File: src/rtl/mem_arb_pkg.sv
// Shared defaults and state encoding for the
// two-port memory arbiter.
package mem_arb_pkg;

  localparam int ADDR_W_DEF = 14;
  localparam int DATA_W_DEF = 96;
  localparam int DEPTH      = 1 << ADDR_W_DEF;

  typedef enum logic {
    CLEAR = 1'b0,
    RUN   = 1'b1
  } state_t;

endpackage

File: src/rtl/rr_arb2.sv
// Two-way round-robin arbiter; ptr marks the
// port that wins the next tie.
module rr_arb2 (
  input  logic       clk,
  input  logic       rst_n,
  input  logic [1:0] req,
  input  logic       advance,
  output logic [1:0] gnt
);

  logic ptr;

  always_comb begin
    gnt = 2'b00;
    unique case (1'b1)
      (req == 2'b11): gnt = ptr ? 2'b10 : 2'b01;
      (req == 2'b01): gnt = 2'b01;
      (req == 2'b10): gnt = 2'b10;
      default:        gnt = 2'b00;
    endcase
  end

  // The loser of the latest grant owns the next tie.
  always_ff @(posedge clk or negedge rst_n) begin
    if (!rst_n) begin
      ptr <= 1'b0;
    end else if (advance && (gnt != 2'b00)) begin
      ptr <= gnt[0];
    end
  end

endmodule

File: src/rtl/mem_arb_2p.sv
// Two-port round-robin front end for a single-port
// synchronous memory with optional zero-fill.
module mem_arb_2p
  import mem_arb_pkg::*;
#(
  parameter int ADDR_W         = ADDR_W_DEF,
  parameter int DATA_W         = DATA_W_DEF,
  parameter bit CLEAR_ON_RESET = 1'b1
) (
  input  logic              clk,
  input  logic              rst_n,
  input  logic              req0_valid,
  output logic              req0_ready,
  input  logic              req0_we,
  input  logic [ADDR_W-1:0] req0_addr,
  input  logic [DATA_W-1:0] req0_wdata,
  input  logic              req1_valid,
  output logic              req1_ready,
  input  logic              req1_we,
  input  logic [ADDR_W-1:0] req1_addr,
  input  logic [DATA_W-1:0] req1_wdata,
  output logic              rsp0_valid,
  output logic              rsp1_valid,
  output logic [DATA_W-1:0] rsp_rdata,
  output logic              mem_ceb,
  output logic              mem_web,
  output logic [ADDR_W-1:0] mem_addr,
  output logic [DATA_W-1:0] mem_wdata,
  input  logic [DATA_W-1:0] mem_rdata,
  output logic              init_busy
);

  localparam state_t RST_ST =
    CLEAR_ON_RESET ? CLEAR : RUN;
  localparam logic [ADDR_W:0] LAST =
    {1'b0, {ADDR_W{1'b1}}};

  state_t          state;
  logic [ADDR_W:0] clr_cnt;
  logic [1:0]      rd_pend;
  logic [1:0]      arb_req;
  logic [1:0]      gnt;
  logic            run;
  logic            clearing;

  // rst_n gates the outputs so reset takes effect
  // without waiting for a clock edge.
  assign run      = rst_n && (state == RUN);
  assign clearing = rst_n && (state == CLEAR);
  assign arb_req  = {req1_valid, req0_valid}
                  & {2{run}};

  rr_arb2 u_arb (
    .clk     (clk),
    .rst_n   (rst_n),
    .req     (arb_req),
    .advance (run),
    .gnt     (gnt)
  );

  assign req0_ready = gnt[0];
  assign req1_ready = gnt[1];
  assign rsp0_valid = rd_pend[0];
  assign rsp1_valid = rd_pend[1];
  assign rsp_rdata  = mem_rdata;
  assign init_busy  = (state == CLEAR);

  always_comb begin
    mem_ceb   = 1'b1;
    mem_web   = 1'b1;
    mem_addr  = '0;
    mem_wdata = '0;
    unique case (1'b1)
      clearing: begin
        mem_ceb  = 1'b0;
        mem_web  = 1'b0;
        mem_addr = clr_cnt[ADDR_W-1:0];
      end
      gnt[0]: begin
        mem_ceb   = 1'b0;
        mem_web   = ~req0_we;
        mem_addr  = req0_addr;
        mem_wdata = req0_wdata;
      end
      gnt[1]: begin
        mem_ceb   = 1'b0;
        mem_web   = ~req1_we;
        mem_addr  = req1_addr;
        mem_wdata = req1_wdata;
      end
      default: begin
        mem_ceb = 1'b1;
      end
    endcase
  end

  always_ff @(posedge clk or negedge rst_n) begin
    if (!rst_n) begin
      state   <= RST_ST;
      clr_cnt <= '0;
      rd_pend <= 2'b00;
    end else begin
      rd_pend <= gnt & ~{req1_we, req0_we};
      unique case (state)
        CLEAR: begin
          clr_cnt <= clr_cnt + 1'b1;
          if (clr_cnt == LAST) begin
            state <= RUN;
          end
        end
        RUN: begin
          state <= RUN;
        end
      endcase
    end
  end

endmodule

File: config.mk
export PLATFORM = sky130hd
export DESIGN_NAME = mem_arb_2p
export DESIGN_NICKNAME = d
export VERILOG_FILES = /design/src/rtl/mem_arb_pkg.sv /design/src/rtl/rr_arb2.sv /design/src/rtl/mem_arb_2p.sv
export SDC_FILE = /design/constraint.sdc
export NUM_CORES = 1
export LEC_CHECK = 0
export ABC_AREA = 1
export BUFFER_PORTS_ARGS = -buffer_cell sky130_fd_sc_hd__buf_2
export CORE_AREA = 4 4 209 211
export CTS_BUF_LIST = sky130_fd_sc_hd__clkbuf_2
export CTS_CLUSTER_SIZE = 12
export DETAILED_ROUTE_END_ITERATION = 16
export DIE_AREA = 0 0 213 215
export PLACE_DENSITY_LB_ADDON = 0.12
export REMOVE_ABC_BUFFERS = 1
export SYNTH_ARGS = -nofsm -noshare
export SYNTH_HDL_FRONTEND = slang
export SYNTH_SLANG_ARGS = --single-unit
File: constraint.sdc
create_clock -name clk -period 1.5 [get_ports clk]
set_input_delay 0.3 -clock clk [delete_from_list [all_inputs] [get_ports clk]]
set_output_delay 0.3 -clock clk [all_outputs]
set_load 0.005 [all_outputs]
==> results.sh, run 1 <==
export IMPL_clock_skew_ns=0.00962
export IMPL_yosysWarnings=0
export IMPL_synth_top_cell_by_area="nand2_1"
export IMPL_required_ns=1.20
export IMPL_vias=4805
export IMPL_period_minus_slack_ns=2.12
export IMPL_synthFlopType="dfrtp_1"
export IMPL_synth_cells=570
export IMPL_synth_most_common_cell="nand2_1"
export IMPL_synth_top_family_by_area="simple AND/OR/NAND/NOR gates"
export IMPL_slowest_delay_ns=0.41
export IMPL_crit_path_end_kind="primary output"
export IMPL_fin_ws_ns=-0.615
export IMPL_synthMuxAreaShare_pct=0
export IMPL_period_share_pct=141
export IMPL_status="finished, violations left"
export IMPL_startpoint="state"
export IMPL_rsz0062_at_grt="yes"
export IMPL_initial_core_util_pct=7.42
export IMPL_dp_hpwl_um=37200
export IMPL_hold_violations=0
export IMPL_die_h_um=215
export IMPL_grt_pass1_wl_um=51100
export IMPL_synth_xor_area_share_pct=2.83
export IMPL_hp_class="in2async"
export IMPL_power_leakage_nw=3.66
export IMPL_synthToLayoutAreaGrowth_pct=99.6
export IMPL_placed_area_um2=5010
export IMPL_drc=0
export IMPL_final_nets=1191
export IMPL_synth_seq_cells=19
export IMPL_synth_top_area_share_pct=41.3
export IMPL_worst_pin_slew_ns=0.276
export IMPL_path_cells="nand3_2, a21oi_4, buf_6, inv_4, nand2_4, inv_8, clkbuf_16, clkbuf_16, nand2_1, nand2_1, buf_2"
export IMPL_gr_usage_all_layers_pct=17.1
export IMPL_avgSynthCellArea_um2=5.43
export IMPL_synthTopCellsByCount="nand2_1 (341), buf_4 (96), nand3_1 (34)"
export IMPL_synthesis_area_um2=3100
export IMPL_ys_seq_area_share_pct=15.4
export IMPL_synth_compound_area_share_pct=1.33
export IMPL_grt_pass1_vias=4877
export IMPL_hold_ws_ns=0.0830
export IMPL_synth_adder_area_share_pct=0.404
export IMPL_grt_max_degree=37
export IMPL_cts_buffers=3
export IMPL_clock_latency_ns=0.33
export IMPL_dr_pass1_iters=4
export IMPL_routed_wl_um=42100
export IMPL_yosysUniqueCellTypes=22
export IMPL_die_w_um=213
export IMPL_grt_ovfl_total=0
export IMPL_fin_util_pct=14.8
export IMPL_cp_max_fo=5
export IMPL_num_io_pins=535
export IMPL_core_area_um2=41800
export IMPL_critPathKind="reg2out"
export IMPL_power_total_mw=1.17
export IMPL_synth_edff_count=0
export IMPL_ir_worst_vdd_mv=0.125
export IMPL_drt_vias_per_instance=3.41
export IMPL_cap_violations=0
export IMPL_dieArea_um2=45800
export IMPL_worstSetupStartpointType="register"
export IMPL_cts_tree="built"
export IMPL_cts_root_buf="clkbuf_2"
export IMPL_relSlewSlack_pct=81.6
export IMPL_port_buffers=342
export IMPL_rows=75
export IMPL_clkSlewWorstSetupHoldPaths_ns=0.22
export IMPL_wl_per_cell_um=29.9
export IMPL_r2r_start="state"
export IMPL_drv_slew=0
export IMPL_routabilityCongestion=0.778
export IMPL_slowest_stage="dfrtp_1"
export IMPL_synth_simple_area_share_pct=50.1
export IMPL_violations="negative setup slack"
export IMPL_antenna_found_initial=9
export IMPL_clk_path_buf_depth=2
export IMPL_drt_iter0_markers=207
export IMPL_detail_route_antenna_nets=0
export IMPL_finalSetupViolations=115
export IMPL_synthArstFlopShare_pct=100
export IMPL_cts_sinks=19
export IMPL_max_clock_freq_mhz=473
export IMPL_fin_area_um2=6180
export IMPL_arrival_ns=1.82
export IMPL_r2r_cells=10
export IMPL_drive_gt1_share_pct=59.9
export IMPL_yosys_top_cells_area="nand2_1 (41%), buf_4 (23%), dfrtp_1 (15%)"
export IMPL_htree_levels=1
export IMPL_power_density_nw_per_um2=190
[logic make-up after synthesis]
logic type / count (synthesis)
compound gates: 6
xor+xnor: 10
fa+ha+maj: 1
buf+inv: 138
flops: 19
simple gates: 396
[worst max-delay path, delay by kind of cell (launching register included)]
family,cells,cell delay [ns]
DFF,1,0.41
buffers and inverters,6,0.64
and+or+nand+nor,4,0.28
AOI/OAI and AO/OA,1,0.15
[metal layers]
| metal | GRT usage (%) | vias to the layer above | part of all wire [%] |
|---|---|---|---|
| met5 | 5.93 | - | 0.89 |
| met1 | 10.3 | 2049 | 23 |
| met2 | 32.4 | 471 | 52 |
| met4 | 3.63 | 10 | 2.3 |
| li1 | - | 2237 | - |
| met3 | 18.2 | 38 | 22 |
[path summary, 6_finish.rpt]
kind	end	slack [ns]
max reg2reg	clr_cnt[9]	0
min in group clk	rd_pend[0]	0.11
min reg2reg	clr_cnt[14]	0.48
max in group asynchronous	u_arb.ptr	0.85
min	clr_cnt[1]	0.08
max	mem_wdata[19]	-0.62
[per-stage QoR]
| step | TNS, ns | worst slack [ns] | instances |
|---|---|---|---|
| 2_1_floorplan | -317.27 | -2.85 | 449 |
| 3_3_place_gp | -35.66 | -0.398 | 1369 |
| 3_5_place_dp | -37.40 | -0.438 | 1369 |
| 4_1_cts | -68.24 | -0.633 | 1400 |
| 5_1_grt | -81.36 | -0.752 | 1408 |
| 6_report | -64.35 | -0.615 | 1408 |
[sequential cells by signal, summed over array words and instances, names as in the netlist]
name / cells
clr_cnt: 15
rd_pend: 2
state: 1
u_arb.ptr: 1
[area by class of cell]
class / count / area [um2]
fill: 4915 / 35600
timing repair buffer: 414 / 2860
multi-input combinational: 413 / 2070
tap: 539 / 674
sequential: 19 / 477
inverter: 17 / 75.1
clock buffer: 4 / 20.0
antenna: 2 / 5.00
[power breakdown]
part	internal, mW	switching (mW)	leakage [nW]	total (mW)
clock network	0.0705	0.188	0.0166	0.259
logic	0.242	0.161	3.40	0.403
registers	0.513	0	0.244	0.513
total	0.825	0.349	3.66	1.17
[timing repair]
| action | 4_1_cts | 5_1_grt |
|---|---|---|
| endpoints found under the hold margin | 4 | 0 |
| endpoints found under the setup margin | 118 | 121 |
| pin swaps | 13 | 14 |
| hold buffers | 1 | 0 |
| gates cloned | 9 | 5 |
| resized for setup | 120 | 56 |
| setup buffers | 19 | 1 |
[placed cells by master, fill, tap and decap left out, types with 5 or more instances in the layout]
cell type / instances
buf_12: 14
buf_16: 8
buf_2: 332
buf_4: 25
buf_6: 21
buf_8: 7
clkbuf_16: 5
dfrtp_1: 18
inv_1: 12
nand2_1: 260
nand2_2: 66
nand2_4: 15
nand3_1: 28
nand3_2: 5
nand4_1: 5
nor2_1: 7
xnor2_1: 5
Power figures use the tool's default switching activity.
==> run 2: changes to the inputs <==
--- a/config.mk
+++ b/config.mk
@@ -7,11 +7,11 @@
 export LEC_CHECK = 0
 export ABC_AREA = 1
 export BUFFER_PORTS_ARGS = -buffer_cell sky130_fd_sc_hd__buf_2
-export CORE_AREA = 4 4 209 211
+export CORE_AREA = 2 2 207 209
 export CTS_BUF_LIST = sky130_fd_sc_hd__clkbuf_2
 export CTS_CLUSTER_SIZE = 12
 export DETAILED_ROUTE_END_ITERATION = 16
-export DIE_AREA = 0 0 213 215
+export DIE_AREA = 0 0 209 211
 export PLACE_DENSITY_LB_ADDON = 0.12
 export REMOVE_ABC_BUFFERS = 1
 export SYNTH_ARGS = -nofsm -noshare
==> constraint.sdc (replaced) <==
create_clock -name clk -period 1.5 [get_ports clk]
set_input_delay 0.15 -clock clk [delete_from_list [all_inputs] [get_ports clk]]
set_output_delay 0.15 -clock clk [all_outputs]
set_load 0.005 [all_outputs]
==> run 2 against run 1 <==
  * The run still ends with negative setup slack left
  * Combinational power rose by 4%
  * Core utilization rose by 0.22 points
  * Die area fell by 3.7%
  * Largest power group unchanged
  * Count of clock-buffer cells in the layout did not move
  * Global-route usage fell by 0.28 points
  * Wire length fell by 5.2%
  * Critical path depth fell by 2
==> results.sh, run 2 (synthesis gave the netlist of run 1 again) <==
export IMPL_arrival_ns=1.83
export IMPL_crit_path_end_kind="primary output"
export IMPL_violations="negative setup slack"
export IMPL_relSlewSlack_pct=49.6
export IMPL_power_total_mw=1.19
export IMPL_dp_cells=1370
export IMPL_worst_pin_slew_ns=0.753
export IMPL_gr_usage_all_layers_pct=16.9
export IMPL_drv_slew=0
export IMPL_slowest_stage="dfrtp_1"
export IMPL_clkSlewWorstSetupHoldPaths_ns=0.21
export IMPL_pre_cts_ws_ns=-0.188
export IMPL_routabilityCongestion=0.814
export IMPL_finalSetupViolations=116
export IMPL_die_h_um=211
export IMPL_fin_cells=1410
export IMPL_period_minus_slack_ns=1.98
export IMPL_final_setup_tns_ns=-42.62
export IMPL_largest_register="clr_cnt"
export IMPL_cap_violations=0
export IMPL_path_buf_inv=5
export IMPL_grt_pass1_wl_um=48100
export IMPL_critPathKind="reg2out"
export IMPL_layout_commonest_cell="buf_2"
export IMPL_period_share_pct=132
export IMPL_core_area_um2=41800
export IMPL_status="finished, violations left"
export IMPL_cp_max_fo=7
export IMPL_max_clock_freq_mhz=505
export IMPL_hold_violations=0
export IMPL_drive_gt1_share_pct=61.6
export IMPL_ir_worst_vdd_mv=0.151
export IMPL_power_density_nw_per_um2=189
export IMPL_initial_core_util_pct=7.42
export IMPL_dieArea_um2=44100
export IMPL_port_buffers=342
export IMPL_final_cell_mix="buf_2 (330), nand2_1 (239), nand2_2 (79), buf_6 (29), nand3_1 (28)"
export IMPL_drt_iter0_markers=194
export IMPL_dr_pass1_iters=4
export IMPL_clk_path_buf_depth=2
export IMPL_die_w_um=209
export IMPL_grt_ovfl_total=0
export IMPL_htree_levels=1
export IMPL_cts_buffers=3
export IMPL_vias=4850
export IMPL_rows=75
export IMPL_dp_hpwl_um=34200
export IMPL_worstSetupStartpointType="register"
export IMPL_drt_vias_per_instance=3.44
export IMPL_wl_per_cell_um=28.3
export IMPL_rsz0062_at_grt="yes"
export IMPL_antenna_found_initial=8
export IMPL_grt_max_degree=39
export IMPL_num_io_pins=535
export IMPL_cts_sinks=19
export IMPL_hp_class="in2reg"
export IMPL_cts_root_buf="clkbuf_2"
export IMPL_path_cells="nand3_2, a21oi_4, buf_6, buf_12, buf_12, clkbuf_16, nand2_1, nand2_1, buf_2"
export IMPL_drc=0
export IMPL_cts_tree="built"
export IMPL_clock_latency_ns=0.33
export IMPL_cpLargestDelayFamily="buffers and inverters"
export IMPL_fin_area_um2=6270
export IMPL_final_nets=1194
export IMPL_power_leakage_nw=3.74
export IMPL_grt_pass1_vias=4580
export IMPL_fin_ws_ns=-0.482
export IMPL_required_ns=1.35
export IMPL_slowest_delay_ns=0.41
export IMPL_routed_wl_um=40000
export IMPL_detail_route_antenna_nets=0
export IMPL_synthToLayoutAreaGrowth_pct=103
export IMPL_clock_skew_ns=0.00493
export IMPL_largest_reg_flops=15
export IMPL_top_regs="clr_cnt x15, rd_pend x2"
export IMPL_placed_area_um2=5000
[run 2: changes by cell type in the layout (fill, tap and decap cells not counted), sizes merged]
cell,before,now
clkbuf,9,12
dlygate4sd3,1,3
buf,407,406
bufbuf,1,0
diode,2,1
[run 2: stage by stage]
stage,utilization [%],hold slack [ns]
after floorplan,-,-0.146
after global placement,12.0,0.179
after detailed placement,12.0,0.186
after CTS,13.4,0.123
after global routing,15.0,0.104
final,15.0,0.123
[run 2: path summary, 6_finish.rpt]
| check | from | end | slack [ns] | depth (start not counted) |
|---|---|---|---|---|
| min in group asynchronous | rst_n | state | 0.38 | 4 |
| max | state | mem_wdata[51] | -0.48 | 9 |
| min reg2reg | clr_cnt[14] | clr_cnt[14] | 0.48 | 1 |
| max reg2reg | state | clr_cnt[9] | -0.02 | 10 |
| min | req1_we | rd_pend[1] | 0.12 | 5 |
| max in group asynchronous | rst_n | clr_cnt[2] | 0.45 | 3 |
[run 2: tightest hold or removal path: cells and delay by family]
family	cells	cell delay (ns)
and+or+nand+nor	1	0.07
buffers and inverters	4	0.24
[run 2: per-layer routing]
layer  wire [um]  up-vias  GRT usage [%]
li1            -     2251              -
met1       10100     2097           11.6
met2       19600      448           29.5
met4        1600       12           5.81
met3        8140       42           16.9
met5         561        -           8.68
[run 2: layout make-up]
type                    count  area [um2]
fillers                  4913       35500
repair buffers            417        2880
multi-input cells         413        2140
well taps                 539         674
flip-flops and latches     19         475
inverters                  17        81.3
clock buffers               4        20.0
diodes                      1        2.50
[run 2: power by group]
| group | internal (mW) | total, mW | switching, mW | leakage [nW] |
|---|---|---|---|---|
| Clock | 0.0705 | 0.254 | 0.184 | 0.0166 |
| Combinational | 0.244 | 0.421 | 0.177 | 3.48 |
| Sequential | 0.513 | 0.513 | 0 | 0.246 |
| Total | 0.828 | 1.19 | 0.360 | 3.74 |
[run 2: repair_timing]
action | CTS | global route
endpoints found under the setup margin | 115 | 124
pin swaps | 3 | 39
endpoints found under the hold margin | 20 | 0
setup buffers | 13 | 3
cloned | 6 | 11
hold buffers | 3 | 0
resized for setup | 77 | 125
==> run 3: changes to the inputs <==
--- a/config.mk
+++ b/config.mk
@@ -7,11 +7,10 @@
 export LEC_CHECK = 0
 export ABC_AREA = 1
 export BUFFER_PORTS_ARGS = -buffer_cell sky130_fd_sc_hd__buf_2
-export CORE_AREA = 2 2 207 209
-export CTS_BUF_LIST = sky130_fd_sc_hd__clkbuf_2
+export CORE_AREA = 2 2 211 213
 export CTS_CLUSTER_SIZE = 12
 export DETAILED_ROUTE_END_ITERATION = 16
-export DIE_AREA = 0 0 209 211
+export DIE_AREA = 0 0 213 215
 export PLACE_DENSITY_LB_ADDON = 0.12
 export REMOVE_ABC_BUFFERS = 1
 export SYNTH_ARGS = -nofsm -noshare
==> run 3 against run 2 <==
  * The flow still finishes with violations (negative setup slack)
  * Count of clock-buffer cells in the layout is the same
  * Power grew 26%
  * Core utilization shrank 1.9 points
  * Flip-flop and latch count is the same
==> results.sh, run 3 (synthesis gave the netlist of run 1 again) <==
export IMPL_worst_pin_slew_ns=0.283
export IMPL_initial_core_util_pct=7.10
export IMPL_cts_buffers=3
export IMPL_clock_latency_ns=0.26
export IMPL_num_io_pins=535
export IMPL_final_nets=1176
export IMPL_critPathKind="reg2out"
export IMPL_power_total_mw=1.50
export IMPL_cp_max_fo=12
export IMPL_ir_worst_vdd_mv=0.249
export IMPL_dr_wl_met2_um=16600
export IMPL_clkSlewWorstSetupHoldPaths_ns=0.06
export IMPL_drt_met1_wl_um=8990
export IMPL_power_leakage_nw=3.43
export IMPL_detail_route_antenna_nets=0
export IMPL_port_buffers=342
export IMPL_final_cell_mix="buf_2 (338), nand2_1 (305), nand2_2 (33), buf_4 (30), nand3_1 (26)"
export IMPL_top_regs="clr_cnt x15, rd_pend x2"
export IMPL_cts_sinks=19
export IMPL_multiInputGateArea_um2=1880
export IMPL_status="finished, violations left"
export IMPL_drt_iter0_markers=245
export IMPL_grt_max_degree=26
export IMPL_period_share_pct=123
export IMPL_slowest_stage="dfrtp_1"
export IMPL_dr_pass1_iters=4
export IMPL_core_area_um2=43600
export IMPL_grt_pass1_wl_um=43900
export IMPL_synthToLayoutAreaGrowth_pct=85.4
export IMPL_max_clock_freq_mhz=540
export IMPL_drt_vias_per_instance=3.25
export IMPL_antenna_found_initial=2
export IMPL_power_density_nw_per_um2=261
export IMPL_arrival_ns=1.70
export IMPL_drc=0
export IMPL_relSlewSlack_pct=81.1
export IMPL_met3_length_um=8320
export IMPL_crit_path_end_kind="primary output"
export IMPL_largest_register="clr_cnt"
export IMPL_path_cells="nand3_2, a21oi_4, inv_2, nand2_4, clkinv_8, buf_12, buf_12, nand2_1, nand2_1, buf_2"
export IMPL_violations="negative setup slack"
export IMPL_routed_top_layer="met5"
export IMPL_dieArea_um2=45800
export IMPL_seq_area_um2=475
export IMPL_fillCellCount=5181
export IMPL_fin_ws_ns=-0.352
export IMPL_pre_cts_ws_ns=-0.146
export IMPL_die_w_um=213
export IMPL_hold_violations=0
export IMPL_rows=77
export IMPL_rsz0062_at_grt="yes"
export IMPL_rrSetupSlack_ns=0.05
export IMPL_r2r_start="state"
export IMPL_dp_hpwl_um=30000
export IMPL_period_minus_slack_ns=1.85
export IMPL_clock_skew_ns=0.00341
export IMPL_routabilityCongestion=0.782
export IMPL_cts_root_buf="clkbuf_16"
export IMPL_die_h_um=215
export IMPL_vias=4690
export IMPL_clk_path_buf_depth=2
export IMPL_antenna_cells=0
export IMPL_cap_violations=0
export IMPL_hp_class="in2async"
export IMPL_drv_slew=0
export IMPL_finalSetupViolations=114
export IMPL_cts_tree="built"
export IMPL_worstSetupStartpointType="register"
export IMPL_wl_per_cell_um=24.4
export IMPL_routed_wl_um=35300
export IMPL_required_ns=1.35
export IMPL_grt_ovfl_total=0
export IMPL_regToRegEndpoint="clr_cnt[9]"
export IMPL_gr_usage_all_layers_pct=14.6
export IMPL_layout_commonest_cell="buf_2"
export IMPL_grt_pass1_vias=4613
export IMPL_largest_reg_flops=15
export IMPL_r2r_cells=10
export IMPL_drive_gt1_share_pct=53.3
export IMPL_htree_levels=1
export IMPL_slowest_delay_ns=0.35
-- run 3: changes by cell type in the layout (fill, tap and decap cells not counted), sizes merged --
cell	change
buf	-10
clkbuf	-8
bufbuf	+2
dlygate4sd3	-2
clkinv	+1
diode	-1
inv	-1
-- run 3: worst max-delay path by stage --
stage                     start  slack [ns]             to  cells past startpoint
after floorplan           state       -2.70   mem_wdata[0]                      7
after global placement    state       -0.14        mem_web                      9
after detailed placement  rst_n       -0.15  mem_wdata[76]                      8
after CTS                 state       -0.35  mem_wdata[76]                     10
after global routing      state       -0.45  mem_wdata[90]                      7
final                     state       -0.35  mem_wdata[76]                     10
-- run 3: worst max-delay path, delay by kind of cell (launching register included) --
family | cells | cell delay (ns)
buffers and inverters | 5 | 0.59
DFF | 1 | 0.35
and+or+nand+nor | 4 | 0.30
AOI/OAI and AO/OA | 1 | 0.18
-- run 3: repair_timing --
action	in CTS	in global routing
pin swaps	7	6
cloned	5	0
hold buffers	1	0
gates resized for setup	54	30
buffers inserted	12	3
hold endpoints to repair	5	0
setup endpoints to repair	118	118
-- run 3: metal layers --
metal	GRT usage (%)	up-vias
met5	8.51	-
met4	3.80	12
li1	-	2202
met3	15.7	28
met2	24.7	490
met1	10.1	1958
-- run 3: cell type report --
class | count | area share (%)
Clock buffer | 4 | 1.37
Inverter | 17 | 1.50
Tap cell | 592 | 12.9
Multi-Input combinational cell | 413 | 32.7
Sequential cell | 19 | 8.28
Timing Repair Buffer | 399 | 43.2
-- run 3: power by group --
group	switching (mW)	leakage [nW]	internal, mW	total [mW]
Combinational	0.147	3.15	0.252	0.399
Clock	0.223	0.0382	0.363	0.586
Sequential	0	0.246	0.512	0.512
Total	0.370	3.43	1.13	1.50
-- run 3: per-stage QoR --
step	setup TNS [ns]	cells	instance area [um2]	util [%]	hold WS, ns
2_1_floorplan	-300.32	449	2230	-	-0.146
3_3_place_gp	-4.90	1421	5050	11.6	0.250
3_5_place_dp	-5.86	1421	5050	11.6	0.263
4_1_cts	-34.29	1442	5620	12.9	0.0497
5_1_grt	-44.89	1444	5740	13.2	0.0606
6_report	-32.35	1444	5740	13.2	0.0432
